$ cat config.mk
export PLATFORM = sky130hd
export DESIGN_NAME = ifetch_ctrl
export DESIGN_NICKNAME = d
export VERILOG_FILES = /design/src/rtl/ifetch_ctrl.sv
export SDC_FILE = /design/constraint.sdc
export NUM_CORES = 1
export LEC_CHECK = 0
export CORE_MARGIN = 5
export CORE_UTILIZATION = 45
export CTS_CLUSTER_DIAMETER = 120
export DETAILED_ROUTE_END_ITERATION = 10
export PLACE_DENSITY = 0.77
export SLEW_MARGIN = 25
export SYNTH_ARGS = -nofsm -noshare
export SYNTH_HDL_FRONTEND = slang
export SYNTH_SLANG_ARGS = --single-unit
$ cat constraint.sdc
create_clock -name clk -period 4.2 [get_ports clk]
set_clock_uncertainty 0.1 [all_clocks]
set_input_delay 0.63 -clock clk [delete_from_list [all_inputs] [get_ports clk]]
set_output_delay 0.63 -clock clk [all_outputs]
set_load 0.05 [all_outputs]
$ cat src/rtl/ifetch_ctrl.sv
// Instruction-fetch controller.
// Owns the fetch PC and drives the combinational instruction ROM. Each
// returned word is tagged with its PC and captured into a 2-entry queue that
// decode drains. Redirects flush the queue and restart fetch. Illegal fetch
// addresses (misaligned or beyond the ROM) become a single tagged fault
// entry, after which fetch stalls until the next redirect.
//
// Handshake: the queue head is transferred to decode on every rising edge
// where inst_valid and inst_ready are both high. inst_valid never depends on
// inst_ready. While inst_valid is high and inst_ready is low, inst, inst_pc
// and inst_fault hold steady until a redirect or reset.
module ifetch_ctrl #(
    parameter logic [31:0] RESET_PC = 32'h0000_0000,
    parameter int unsigned MEM_SIZE = 1024,
    parameter logic [31:0] NOP      = 32'h0000_0013
) (
    input  logic        clk,
    input  logic        rst,
    output logic [31:0] rom_addr,
    input  logic [31:0] rom_data,
    input  logic        redirect_valid,
    input  logic [31:0] redirect_pc,
    output logic        inst_valid,
    input  logic        inst_ready,
    output logic [31:0] inst,
    output logic [31:0] inst_pc,
    output logic        inst_fault,
    output logic        dbg_state
);

    localparam logic [31:0] LAST_PC = 32'(MEM_SIZE - 4);

    typedef enum logic {
        RUN   = 1'b0,
        FAULT = 1'b1
    } state_t;

    state_t      state;
    state_t      state_next;

    logic [31:0] fetch_pc;
    logic [31:0] q_inst  [2];
    logic [31:0] q_pc    [2];
    logic        q_fault [2];
    logic [1:0]  count;
    logic [1:0]  count_next;
    logic        rd_ptr;
    logic        wr_ptr;

    logic        pc_legal;
    logic        pop;
    logic        space;
    logic        push;

    // Current fetch address is legal when word aligned and inside the ROM.
    assign pc_legal = (fetch_pc[1:0] == 2'b00) && (fetch_pc <= LAST_PC);

    assign rom_addr = fetch_pc;
    assign dbg_state = (state == FAULT);

    assign inst_valid = (count != 2'd0);
    assign pop        = inst_valid && inst_ready;
    assign space      = (count < 2'd2) || pop;
    // A redirect discards anything fetched this cycle, so no push then.
    assign push       = (state == RUN) && space && !redirect_valid;

    // Queue head drives decode; empty queue shows a clean NOP bubble.
    always_comb begin
        inst       = NOP;
        inst_pc    = 32'h0;
        inst_fault = 1'b0;
        if (inst_valid) begin
            inst       = q_inst[rd_ptr];
            inst_pc    = q_pc[rd_ptr];
            inst_fault = q_fault[rd_ptr];
        end
    end

    // Next FSM state and queue occupancy.
    always_comb begin
        state_next = state;
        count_next = count;
        if (redirect_valid) begin
            state_next = RUN;
            count_next = 2'd0;
        end else begin
            if (push && !pc_legal) begin
                state_next = FAULT;
            end
            case ({push, pop})
                2'b10:   count_next = count + 2'd1;
                2'b01:   count_next = count - 2'd1;
                default: count_next = count;
            endcase
        end
    end

    // FSM state register.
    always_ff @(posedge clk) begin
        if (rst) begin
            state <= RUN;
        end else begin
            state <= state_next;
        end
    end

    // Fetch PC, queue pointers and occupancy.
    always_ff @(posedge clk) begin
        if (rst) begin
            fetch_pc <= RESET_PC;
            count    <= 2'd0;
            rd_ptr   <= 1'b0;
            wr_ptr   <= 1'b0;
        end else if (redirect_valid) begin
            fetch_pc <= redirect_pc;
            count    <= 2'd0;
            rd_ptr   <= 1'b0;
            wr_ptr   <= 1'b0;
        end else begin
            count <= count_next;
            if (push) begin
                wr_ptr <= ~wr_ptr;
                // A fault holds the PC so the faulting address stays visible.
                if (pc_legal) begin
                    fetch_pc <= fetch_pc + 32'd4;
                end
            end
            if (pop) begin
                rd_ptr <= ~rd_ptr;
            end
        end
    end

    // Queue storage; entries are only meaningful while counted.
    always_ff @(posedge clk) begin
        if (push) begin
            q_inst[wr_ptr]  <= pc_legal ? rom_data : NOP;
            q_pc[wr_ptr]    <= fetch_pc;
            q_fault[wr_ptr] <= !pc_legal;
        end
    end

endmodule

==> results of run 1 <==
## synthesized netlist by cell type, types with 2 or more instances
cell type and instances:
or3_1 10, o31a_1 3, a31oi_1 3, dfxtp_1 38
nor4_1 5, nand3_1 3, nand2_1 8, o311ai_0 3
or4_1 2, xnor2_1 3, o221ai_1 3, and2_1 32
a311oi_1 2, nor4_2 4, buf_2 5, inv_1 9
o31ai_1 3, a21oi_1 7, clkbuf_1 20, ha_1 2
edfxtp_1 130, buf_1 2, o21ai_0 3, mux2i_1 88
nor2_1 98
## cells by family after synthesis
logic type               share of synthesized area
AND/OR/NAND/NOR                              0.121
flip-flops                                   0.687
multiplexers                                 0.130
buffers and inverters                       0.0214
AO/OA/AOI/OAI                               0.0326
XOR/XNOR                                   0.00516
adder cells (fa/ha/maj)                    0.00368
## area by class of cell
type                       count  area [um2]  area share
sequential                   168        4670       0.503
multi-input combinational    293        2000       0.215
timing repair buffer         176        1760       0.189
clock inverter                 9        87.6     0.00944
tap                          188         235      0.0253
inverter                      10        37.5     0.00404
clock buffer                  22         497      0.0535
## per-layer routing
layer | vias up | GRT usage | part of all wire
met5 | - | 0 | 0
met4 | 0 | 0.0652 | 0.016
met3 | 26 | 0.0616 | 0.074
met2 | 174 | 0.286 | 0.48
met1 | 2120 | 0.212 | 0.43
li1 | 2156 | - | -
## cell usage in the layout, fill, tap and decap left out, types with 2 or more instances in the layout
| master | Yosys | routed |
|---|---|---|
| clkbuf_16 | 0 | 19 |
| a31oi_1 | 3 | 3 |
| or4_1 | 2 | 2 |
| nor2_4 | 0 | 2 |
| a311oi_1 | 2 | 2 |
| o21ai_0 | 3 | 3 |
| o31ai_1 | 3 | 3 |
| nor4_2 | 4 | 4 |
| mux2i_1 | 88 | 88 |
| inv_1 | 9 | 9 |
| clkinvlp_4 | 0 | 4 |
| nand3_1 | 3 | 3 |
| dfxtp_1 | 38 | 37 |
| or3_1 | 10 | 10 |
| xnor2_1 | 3 | 3 |
| nor4_1 | 5 | 5 |
| nand2_1 | 8 | 8 |
| clkdlybuf4s50_1 | 0 | 165 |
| nor2_1 | 98 | 96 |
| edfxtp_1 | 130 | 130 |
| clkinv_2 | 0 | 2 |
| o31a_1 | 3 | 3 |
| buf_12 | 0 | 2 |
| and2_1 | 32 | 32 |
| o311ai_0 | 3 | 3 |
| a21oi_1 | 7 | 7 |
| ha_1 | 2 | 2 |
| o221ai_1 | 3 | 3 |
| buf_4 | 0 | 8 |
| clkbuf_1 | 20 | 2 |
## sequential cells by signal, indices dropped and copies added (netlist names), named ones only
name / flops
count: 2
dbg_state: 1
q_fault: 2
q_inst: 64
q_pc: 64
rd_ptr: 1
rom_addr: 32
wr_ptr: 1
## critical path: stages (launching register included)
cell,delay [ps]
dfxtp_4,750
buf_12,310
mux2i_1,260
nor2_1,60
clkdlybuf4s50_1,730
## power by group through the flow
stage                     Combinational [mW]  Clock, mW  Sequential (mW)
after floorplan                        0.273          0             2.03
after global routing                   0.590       1.60             1.95
after CTS                              0.564       1.53             1.94
after detailed placement               0.561          0             1.98
final                                  0.557       1.50             1.94
after global placement                 0.554          0             1.97
## how the worst max path moves through the flow
stage / from / end / depth (start not counted)
after floorplan: redirect_valid / q_fault[0]$_DFFE_PP_ / 4
after global placement: inst_ready / q_inst[1][15]$_DFFE_PP_ / 5
after detailed placement: inst_ready / q_inst[1][15]$_DFFE_PP_ / 5
after CTS: flip-flop / inst[27] / 4
after global routing: count[1]$_SDFFE_PP0P_ / inst_fault / 4
final: flip-flop / inst[27] / 4
## stage by stage
stage / total power, mW / setup WS [ps]
global route: 4.15 / 753
floorplan: 2.30 / 940
global placement: 2.53 / 1330
CTS: 4.04 / 851
detailed placement: 2.54 / 1250
finish: 4.00 / 912
==> metrics.md, run 1 <==
| Metric | Value |
|---|---|
| Outcome | complete, no violations |
| Worst-Margin Slew | 872 ps |
| RSZ-0062 raised after global routing | false |
| Clk root buf | clkbuf_16 |
| Net Sw Frac | 0.251 |
| Arr. time, crit path | 2560 ps |
| Post-Syn Area | 6790 um2 |
| Reg2reg path depth | 6 |
| Minimum clock period | between 3000 and 4000 ps |
| Crit start category | flip-flop |
| Hold Path Sink | rd_ptr$_SDFFE_PP0P_ |
| Gr ovfl total | 0 |
| Area Overhead vs Synth | 36.6% |
| Fmax | around 300 MHz |
| Post-CTS setup repair buffer count | 0 |
| Drt drc | 0 |
| Num ports | 167 |
| CTS Buffer Depth | 2 |
| DPL Wire Length | 10.4 mm |
| Post-synth ARST share | 0 |
| Clock power share | 0.375 |
| Std cell rows | 45 |
| NetSw | roughly 1 mW |
| Placed Area | 8700 um2 |
| Fraction of layout cells with a size suffix above 1 | 0.0737 |
| Layout Utilization | 0.620 |
| LEAKAGE | 3.08 nW |
| Area share of the largest cell type after synthesis | 0.575 |
| Setup CP Type | flip-flop to primary output |
| Placer Congestion | 0.799 |
| Period utilisation layout | 0.783 |
| Total track usage | 0.174 |
| CTS tree | built |
| TritonCTS Buffers | 17 |
| Vias/cell | 5.17 |
| H-tree levels | 4 |
| Setup TNS | 0 ps |
| Post-CTS sizing | 0 |
| Required @ worst endpoint | 3470 ps |
| Cells on Worst Hold Path | 2 |
| Area leader, netlist | edfxtp_1 |
| #FFs+latches synth | 168 |
| Final setup viols | 0 |
| PwrDens | 431 nW/um2 |
| Int Pwr | around 3 mW |
| Initial drt markers | between 200 and 250 |
| Synth Flop Type | edfxtp_1 |
| Detailed Routing Iterations Pass 1 | 5 |
| # clock sinks | ~170 |
| Syn avg cell area | around 14 um2 |
| CP Capture Type | primary output |
| Antenna Violating Nets Remaining | 0 |
| Worst skew pair latency | 420 ps |
| Final net count | 736 |
| Detailed Route WL | ~15 mm |
| I/O Buffers | 166 |
| Die Y | around 130 um |
| Crit-path max FO | 35 |
| Filler cells | 1123 |
| Largest net degree at the start of global routing | 66 |
| Clk pin slew, worst setup/hold paths | 60 ps |
| Post-route cell area | 9280 um2 |
| DR WL/cell | 17.6 um |
| Vias in the first global route | 4782 |
| Post-synth EDFFs | 130 |
| Max Slew Vio Count | 0 |
| Synthesis Warnings | 0 |
| First-pass GRT wire length | between 20 and 25 mm |
| Hold-fix buffers, CTS | 0 |
| Reg power frac | 0.486 |
| Max VDD drop | 0.286 mV |
| Combinational share of power | 0.139 |
| Reg2reg start | count[1]$_SDFFE_PP0P_ |
| Min-delay worst type | flip-flop to flip-flop |
| R2R Setup Slk | 1840 ps |
| Number of antenna diodes | 0 |
| Cell Count Post-Placement | 835 |
| Hold Slack | 422 ps |
| Final hold vios | 0 |
| Via count | roughly 4500 |
| Initial Utilization | 0.454 |
| Sequential fraction of the synthesis area | 0.687 |
| Mapped Cells | between 400 and 500 |
| Slew HR | 0.419 |
| Worst reg2reg endpoint | count[1]$_SDFFE_PP0P_ |
| Final Non-Filler Cells | 866 |
| Core Area | approximately 15000 um2 |
| Max Cap Viol | 0 |
| Synth top area cells | edfxtp_1 (57%), mux2i_1 (13%), dfxtp_1 (11%) |
| Netlist cell types | 37 |
| Hold_sp | rd_ptr$_SDFFE_PP0P_ |
| Die width | 133 um |
| Initial antenna violation count | 0 |
| Syn nets | between 500 and 600 |
| Die area | 17700 um2 |
(Power assumes the default switching activity.)
==> run 2, diff against run 1 <==
==> constraint.sdc (replaced) <==
create_clock -name clk -period 2.9 [get_ports clk]
set_clock_uncertainty 0.1 [all_clocks]
set_input_delay 0.435 -clock clk [delete_from_list [all_inputs] [get_ports clk]]
set_output_delay 0.435 -clock clk [all_outputs]
set_load 0.05 [all_outputs]
==> metrics.md, run 2 (same netlist as run 1, synthesis figures left out) <==
| Metric | Value |
|---|---|
| Outcome | complete, no violations |
| CP Capture Type | primary output |
| Most frequent cells in the layout | edfxtp_1 (130), clkdlybuf4s50_1 (129), nor2_1 (96) |
| Die Y | 133 um (unchanged) |
| Std cell rows | 45 (unchanged) |
| Minimum clock period | 2720 ps |
| Crit start category | flip-flop |
| Clk root buf | clkbuf_16 |
| # clock sinks | 168 (unchanged) |
| Area of the multi-input gates | 2000 um2 (unchanged) |
| Worst Path Buf+Inv | 2 (unchanged) |
| Worst skew pair latency | 420 ps (about the same) |
| Placer Congestion | 0.782 (-2.1%) |
| Post-CTS setup repair buffer count | 0 (unchanged) |
| Period utilisation layout | 0.939 |
| Gr ovfl total | 0 (unchanged) |
| Crit-path max FO | 17 (-51%) |
| Via count | 4474 (-0.045%) |
| Critical-path cell list | buf_16 > mux2i_1 > nor2_1 > clkdlybuf4s50_1 |
| Antenna Violating Nets Remaining | 0 (unchanged) |
| Initial drt markers | 268 (+16%) |
| Slew HR | 0.581 (+0.163) |
| H-tree levels | 4 (unchanged) |
| Cell Count Post-Placement | 839 (+0.48%) |
| CTS tree | built |
| Sequential cell area | 4670 um2 (unchanged) |
| DR WL/cell | 17.5 um (-0.60%) |
| Vias in the first global route | 4732 (-1.0%) |
| I/O Buffers | 166 (unchanged) |
| Slowest CP cell | clkdlybuf4s50_1 |
| Top delay family on crit path | buffers and inverters |
| Final setup viols | 0 (unchanged) |
| Final hold vios | 0 (unchanged) |
| Post-CTS sizing | 0 (unchanged) |
| Total track usage | 0.176 (+0.00180) |
| Max Slew Vio Count | 0 (unchanged) |
| TritonCTS Buffers | 17 (unchanged) |
| Drt drc | 0 (unchanged) |
| First-pass GRT wire length | 24.2 mm (-0.34%) |
| Initial Utilization | 0.454 (unchanged) |
| Max VDD drop | 0.386 mV (+35%) |
| Largest net degree at the start of global routing | 34 (-48%) |
| Reg2reg path depth | 4 (-2) |
| Stages on worst setup path | 4 (unchanged) |
| Placed Area | 8660 um2 (-0.40%) |
| Post-route cell area | 9250 um2 (-0.31%) |
| Final net count | 741 (+0.68%) |
| Number of antenna diodes | 0 (unchanged) |
| RSZ-0062 raised after global routing | false |
| CTS Buffer Depth | 2 (unchanged) |
| Filler cells | 1164 (+3.7%) |
| LEAKAGE | 3.16 nW (+2.7%) |
| Vias/cell | 5.13 (-0.73%) |
| Arr. time, crit path | 2190 ps (-370 ps) |
| Die width | 133 um (unchanged) |
| Most common cell after layout, fill and taps aside | edfxtp_1 |
| Clk pin slew, worst setup/hold paths | 60 ps (about the same) |
| Final Non-Filler Cells | 872 (+0.69%) |
| Fraction of layout cells with a size suffix above 1 | 0.130 (+0.0564) |
| CP max stage delay | 810 ps (+60 ps) |
| Cells on Worst Hold Path | 3 (+1) |
| Setup TNS | 0 ps (unchanged) |
| Min-delay worst type | input port to flip-flop |
| Hold-fix buffers, CTS | 0 (unchanged) |
| DPL Wire Length | 10.4 mm (+0.85%) |
| Setup CP Type | flip-flop to primary output |
| Detailed Route WL | 15.2 mm (about the same) |
| Num ports | 167 (unchanged) |
| Area Overhead vs Synth | 36.2% |
| Initial antenna violation count | 0 (unchanged) |
| Worst-Margin Slew | 626 ps (-246 ps) |
| Detailed Routing Iterations Pass 1 | 5 (unchanged) |
| Die area | 17700 um2 (unchanged) |
| Core Area | 15000 um2 (unchanged) |
| Fmax | around 370 MHz |
| PwrDens | 621 nW/um2 (+44%) |
| Required @ worst endpoint | 2370 ps (-1100 ps) |
| Max Cap Viol | 0 (unchanged) |
==> run 2: path summary, 6_finish.rpt <==
check                           slack (ps)                        to                      start
worst min-delay path                   370  rom_addr[5]$_SDFFE_PP0P_             redirect_valid
worst min register to register         420     q_pc[1][19]$_DFFE_PP_  rom_addr[19]$_SDFFE_PP0P_
worst max-delay path                   180                   inst[9]                  flip-flop
worst max register to register         660  rom_addr[8]$_SDFFE_PP0P_  rom_addr[13]$_SDFFE_PP0P_
==> run 2: layout make-up <==
type / instances / share of cell area
sequential: 168 / 0.505
multi-input combinational: 293 / 0.216
timing repair buffer: 181 / 0.189
clock buffer: 18 / 0.0464
tap: 188 / 0.0254
clock inverter: 14 / 0.0145
inverter: 10 / 0.00406
==> run 2: worst reg2reg max path, stage by stage, from the launching register on <==
cell and delay (ps):
dfxtp_1 350, nor4_1 330, nand2_1 450, or3_1 540, a311o_1 360
==> run 2: through the flow <==
step / power, mW / setup slack, ps / utilization / hold slack, ps
6_report: 5.74 / 176 / 0.618 / 367
5_1_grt: 5.96 / 88.3 / 0.618 / 414
4_1_cts: 5.80 / 70.0 / 0.616 / 343
3_5_place_dp: 3.68 / 401 / 0.578 / 400
3_3_place_gp: 3.66 / 492 / 0.578 / 398
2_1_floorplan: 3.33 / 495 / - / 381
==> run 2: where the power goes <==
group / switching [mW] / total [mW] / internal, mW
Clock: 0.870 / 2.12 / 1.25
Sequential: 0.0783 / 2.81 / 2.73
Combinational: 0.509 / 0.814 / 0.305
Total: 1.46 / 5.74 / 4.29
==> run 2: metal layers <==
metal	share of wire	wire length, um	vias up	global-route usage
li1	-	-	2163	-
met1	0.42	6410	2098	0.219
met2	0.47	7160	192	0.279
met3	0.096	1460	21	0.0696
met4	0.014	207	0	0.0647
met5	0	0	-	0
==> run 3, diff against run 2 <==
==> constraint.sdc (replaced) <==
create_clock -name clk -period 2.3 [get_ports clk]
set_clock_uncertainty 0.1 [all_clocks]
set_input_delay 0.345 -clock clk [delete_from_list [all_inputs] [get_ports clk]]
set_output_delay 0.345 -clock clk [all_outputs]
set_load 0.05 [all_outputs]
==> metrics.md, run 3 (same netlist as run 1, synthesis figures left out) <==
| Metric | Value |
|---|---|
| Min-delay worst type | input port to flip-flop |
| Final setup viols | 0 (unchanged) |
| Max VDD drop | 0.527 mV (+37%) |
| Post-CTS setup repair buffer count | 0 (unchanged) |
| Top Usage Layer GRT | met2 |
| First-pass GRT wire length | 23.9 mm (-1.2%) |
| DPL Wire Length | 10.6 mm (+1.1%) |
| Detailed Route WL | 15.2 mm (about the same) |
| Hold-fix buffers, CTS | 0 (unchanged) |
| # clock sinks | 168 (unchanged) |
| H-tree levels | 4 (unchanged) |
| Final net count | 742 (+0.13%) |
| Setup CP Type | flip-flop to primary output |
| Die Y | 133 um (unchanged) |
| CP max stage delay | 870 ps (+60 ps) |
| Most frequent cells in the layout | edfxtp_1 (130), clkdlybuf4s50_1 (97), nor2_1 (96) |
| Drt drc | 0 (unchanged) |
| Total track usage | 0.174 (-0.00256) |
| Crit-path max FO | 8 (-9) |
| Final Non-Filler Cells | 873 (+0.11%) |
| Initial antenna violation count | 1 (+1) |
| RSZ-0062 raised after global routing | false |
| CTS Buffer Depth | 2 (unchanged) |
| Arr. time, crit path | 1790 ps (-400 ps) |
| Gr ovfl total | 0 (unchanged) |
| PwrDens | 781 nW/um2 (+26%) |
| Minimum clock period | around 2200 ps |
| Via count | 4471 (-0.067%) |
| Placer Congestion | 0.863 (+10%) |
| Cell Count Post-Placement | 841 (+0.24%) |
| Fmax | ~450 MHz |
| CTS tree | built |
| Max Cap Viol | 0 (unchanged) |
| Met2 Use GR | 0.277 (-0.00254) |
| Worst-Margin Slew | 550 ps (-76.2 ps) |
| Vias in the first global route | 4678 (-1.1%) |
| Slew HR | 0.632 (+0.0507) |
| Die area | 17700 um2 (unchanged) |
| Crit start category | flip-flop |
| Initial Utilization | 0.454 (unchanged) |
| Critical-path cell list | clkdlybuf4s50_1 |
| Most common cell after layout, fill and taps aside | edfxtp_1 |
| Final hold vios | 0 (unchanged) |
| TritonCTS Buffers | 17 (unchanged) |
| Setup TNS | 0 ps (unchanged) |
| Top delay family on crit path | buffers and inverters |
| Required @ worst endpoint | 1860 ps (-510 ps) |
| Num ports | 167 (unchanged) |
| Core Area | 15000 um2 (unchanged) |
| Std cell rows | 45 (unchanged) |
| Worst Path Buf+Inv | 1 (-1) |
| Period utilisation layout | 0.970 |
| DR WL/cell | 17.5 um (about the same) |
| Largest net degree at the start of global routing | 37 (+8.8%) |
| I/O Buffers | 166 (unchanged) |
| Number of antenna diodes | 0 (unchanged) |
| Area Overhead vs Synth | 38.7% |
| Antenna Violating Nets Remaining | 0 (unchanged) |
| Clk root buf | clkbuf_16 |
| Max Slew Vio Count | 0 (unchanged) |
| Worst skew pair latency | 420 ps (about the same) |
| Met3 track utilization from global routing | 0.0605 (-0.00913) |
| Layout Utilization | 0.629 (+0.0114) |
| Global Route met1 Usage | 0.214 (-0.00493) |
| Placed Area | 8840 um2 (+2.1%) |
| CP Capture Type | primary output |
| Slowest CP cell | clkdlybuf4s50_1 |
| Fraction of layout cells with a size suffix above 1 | 0.174 (+0.0436) |
| Die width | 133 um (unchanged) |
| Post-route cell area | 9420 um2 (+1.9%) |
| Detailed Routing Iterations Pass 1 | 5 (unchanged) |
| Filler cells | 1121 (-3.7%) |
| Initial drt markers | 230 (-14%) |
| LEAKAGE | 3.33 nW (+5.4%) |
| Outcome | complete, no violations |
| Vias/cell | 5.12 (-0.18%) |
| Clk pin slew, worst setup/hold paths | 60 ps (about the same) |
-- run 3: where the power goes --
group	internal [mW]	switching, mW	total, mW
logic	0.412	0.651	1.06
clock network	1.70	1.06	2.76
registers	3.44	0.0981	3.54
total	5.56	1.81	7.36
-- run 3: worst paths after layout --
kind / from / slack [ps] / cells after the start / endpoint
min reg2reg: rom_addr[14]$_SDFFE_PP0P_ / 430 / 0 / q_pc[0][14]$_DFFE_PP_
min: redirect_valid / 170 / 2 / rom_addr[10]$_SDFFE_PP0P_
max reg2reg: rom_addr[26]$_SDFFE_PP0P_ / 280 / 5 / rom_addr[8]$_SDFFE_PP0P_
max: rom_addr[8]$_SDFFE_PP0P_ / 70 / 1 / rom_addr[8]
-- run 3: timing repair --
action | in CTS | in global routing
hold endpoints to repair | 0 | 0
resized for setup | 0 | 2
endpoints found under the setup margin | 0 | 2
-- run 3: layer usage --
layer / share of wire / vias to the layer above / wire [um]
met2: 0.47 / 189 / 7200
li1: - / 2165 / -
met1: 0.43 / 2093 / 6510
met5: 0.00085 / - / 13
met3: 0.083 / 22 / 1270
met4: 0.017 / 2 / 256
-- run 3: area by class of cell --
class / instances / area [um2] / share of cell area
Tap cell: 188 / 235 / 0.0250
Inverter: 10 / 37.5 / 0.00398
Clock inverter: 8 / 123 / 0.0130
Multi-Input combinational cell: 293 / 2000 / 0.213
Timing Repair Buffer: 182 / 1900 / 0.202
Clock buffer: 24 / 452 / 0.0479
Sequential cell: 168 / 4670 / 0.495
-- run 3: metrics by stage --
stage | total power [mW] | worst slack (ps) | hold slack [ps]
after floorplan | 4.21 | 15.7 | 381
after global placement | 4.65 | 89.2 | 398
after detailed placement | 4.67 | -16.0 | 408
after CTS | 7.42 | 17.8 | 148
after global routing | 7.63 | 0.569 | 182
final | 7.36 | 68.3 | 168
==> variant, RTL diff (flow settings as in run 3) <==
Make the reset (`rst`) asynchronous in 2 clocked blocks.
--- a/src/rtl/ifetch_ctrl.sv
+++ b/src/rtl/ifetch_ctrl.sv
@@ -96,7 +96,7 @@
     end
 
     // FSM state register.
-    always_ff @(posedge clk) begin
+    always_ff @(posedge clk or posedge rst) begin
         if (rst) begin
             state <= RUN;
         end else begin
@@ -105,7 +105,7 @@
     end
 
     // Fetch PC, queue pointers and occupancy.
-    always_ff @(posedge clk) begin
+    always_ff @(posedge clk or posedge rst) begin
         if (rst) begin
             fetch_pc <= RESET_PC;
             count    <= 2'd0;
Behaviour: differs if rst is asserted again (counterexample within 4 cycles, from zero or initial values and one cycle with rst high); with rst held inactive, the same outputs for 4 cycles.
==> variant against run 3 <==
  * Cell count decreased by 0.92%
  * Synthesized cell count decreased by 4.6%
  * Area after synthesis increased by 0.99%
  * Clock power decreased by 5%
  * Sequential cell count decreased by 1
  * Setup slack improved by 0.016 ns
  * Final area increased by 6.0%
  * First-iteration DRC count increased by 74%
  * Critical path type unchanged
  * Critical path depth unchanged
  * Total power increased by 6.9%
  * Via count increased by 2.4%
  * Largest cell class unchanged
  * Critical endpoint is now dbg_state
  * Routed wire length increased by 5.4%
==> variant: results (changes against run 3) <==
Fin area = 9990 um^2 (was 9420 um^2)
CTS Root Cell = clkbuf_16 (unchanged)
Nets = 732 (was 742)
DR vias = 4,578 (was 4,471)
Insertion delay to the later sink of the worst-skew pair = 0.41 ns
Maximum vdd ir drop = 0.571 mV (was 0.527 mV)
Total power = 0.00787 W (was 0.00736 W)
Worst min path class = input port to async pin (was input port to flop)
Synth unique cells = 35 (was 37)
Status = complete, no violations (unchanged)
Total combinational power = 0.00171 W (was 0.00106 W)
Setup TNS = 0 ns (unchanged)
Worst path max stage delay = 0.87 ns (about the same)
Synthesized area per cell = 14.4 um^2 (was 13.6 um^2)
Initial drt markers = 401 (was 230)
Placed cell count = 828 (was 841)
Reg2reg end = rom_addr[5]$_DFFE_PP0P_ (was rom_addr[8]$_SDFFE_PP0P_)
Vias in the first global route = 4,871 (was 4,678)
Synth top cells by count = edfxtp_1 (130), nor2_1 (75), mux2i_1 (65) (was edfxtp_1 (130), nor2_1 (98), mux2i_1 (88))
Worst-margin pin slew = 0.569 ns (was 0.550 ns)
Clock transition at the registers of the reported paths = 0.06 ns (about the same)
Post-Synthesis Net Count = 544 (was 568)
Largest net degree at the start of global routing = 35 (was 37)
Reg2reg setup slack = 0.11 ns (was 0.28 ns)
CP startpoint = dbg_state$_DFFE_PP0P_ (was rom_addr[8]$_SDFFE_PP0P_)
WL final = 16,100 um (was 15,200 um)
Clk pwr share = 33.1% (was 37.5%)
Final HPWL DP = 11,400 um (was 10,600 um)
Initial antenna violation count = 0 (was 1)
First-pass GRT wire length = 25,800 um (was 23,900 um)
Port Buf Inserts = 166 (unchanged)
GP Congestion = 0.906 (was 0.863)
Total global-route track usage = 18.5% (was 17.4%)
Ys async rst share = 22.2% (was 0%)
Fin crit share = 96.4% (was 97.0%)
Synth Warn # = 0 (unchanged)
Setup WS pre-CTS = 0.0588 ns (was -0.0160 ns)
Register area share after synthesis = 70.4% (was 68.7%)
Drt pass-1 iters = 5 (unchanged)
Slowest cell on crit path = clkdlybuf4s50_1 (unchanged)
Placed Area = 9380 um^2 (was 8840 um^2)
Worst EP arrival = 1.77 ns (was 1.79 ns)
Leakage = 3.68 nW (was 3.33 nW)
Pint = 0.00566 W (was 0.00556 W)
CP top delay family = buffers and inverters (unchanged)
Ratio of cells with drive above 1 in the final layout = 28.7% (was 17.4%)
Worst Path Max Fanout = 10 (was 8)
Reg-to-Reg Start = rom_addr[12]$_DFFE_PP0P_ (was rom_addr[26]$_SDFFE_PP0P_)
Average routed wire per standard cell = 18.6 um (was 17.5 um)
CP Capture Point = dbg_state (was rom_addr[8])
Synth top area cells = edfxtp_1 (57%), dfrtp_1 (13%), mux2i_1 (9.5%), nor2_1 (4.1%), mux2_2 (3.8%) (was edfxtp_1 (57%), mux2i_1 (13%), dfxtp_1 (11%), nor2_1 (5.4%), and2_1 (2.9%))
Filler instances = 1,077 (was 1,121)
[variant: worst min path at each step]
stage | end | startpoint | slack [ns] | cells past startpoint
6_report | rom_addr[26]$_DFFE_PP0P_ | rst | 0.18 | 3
5_1_grt | rom_addr[15]$_DFFE_PP0P_ | rst | 0.21 | 3
4_1_cts | rom_addr[26]$_DFFE_PP0P_ | rst | 0.18 | 3
3_5_place_dp | q_pc[1][14]$_DFFE_PP_ | rom_addr[14]$_DFFE_PP0P_ | 0.40 | 0
3_3_place_gp | q_pc[0][28]$_DFFE_PP_ | rom_addr[28]$_DFFE_PP0P_ | 0.39 | 0
2_1_floorplan | rom_addr[9]$_DFFE_PP0P_ | redirect_pc[9] | 0.39 | 2
[variant: repair_timing]
action                     4_1_cts  5_1_grt
resized for setup                0        5
buffers inserted                 4        0
cloned                           0        0
setup endpoints to repair       37       21
pin swaps                        1        1
[variant: cell families (layout without fill, tap and decap cells)]
group,after synthesis,count (layout),synth area share [%]
AND/OR/NAND/NOR,160,160,11.8
adder cells (fa/ha/maj),1,1,0.182
XOR/XNOR,2,2,0.255
multiplexers,88,88,13.3
flip-flops,167,167,70.4
other,0,1,0
AO/OA/AOI/OAI,24,24,2.24
buffers and inverters,33,234,1.90
[variant: final cells by class]
| class | instances | share of cell area, % |
|---|---|---|
| Antenna cell | 1 | 0.0251 |
| Clock buffer | 23 | 4.68 |
| Clock inverter | 9 | 0.777 |
| Inverter | 5 | 0.188 |
| Multi-Input combinational cell | 275 | 20.3 |
| Sequential cell | 167 | 48.4 |
| Tap cell | 188 | 2.36 |
| Timing Repair Buffer | 197 | 23.2 |
[variant: metal layers]
layer	track usage [%]	vias to the layer above	wire (um)
met5	0	-	0
met4	6.06	0	283
met1	21.8	2232	6370
met3	6.42	26	1160
li1	-	2156	-
met2	31.7	164	8260
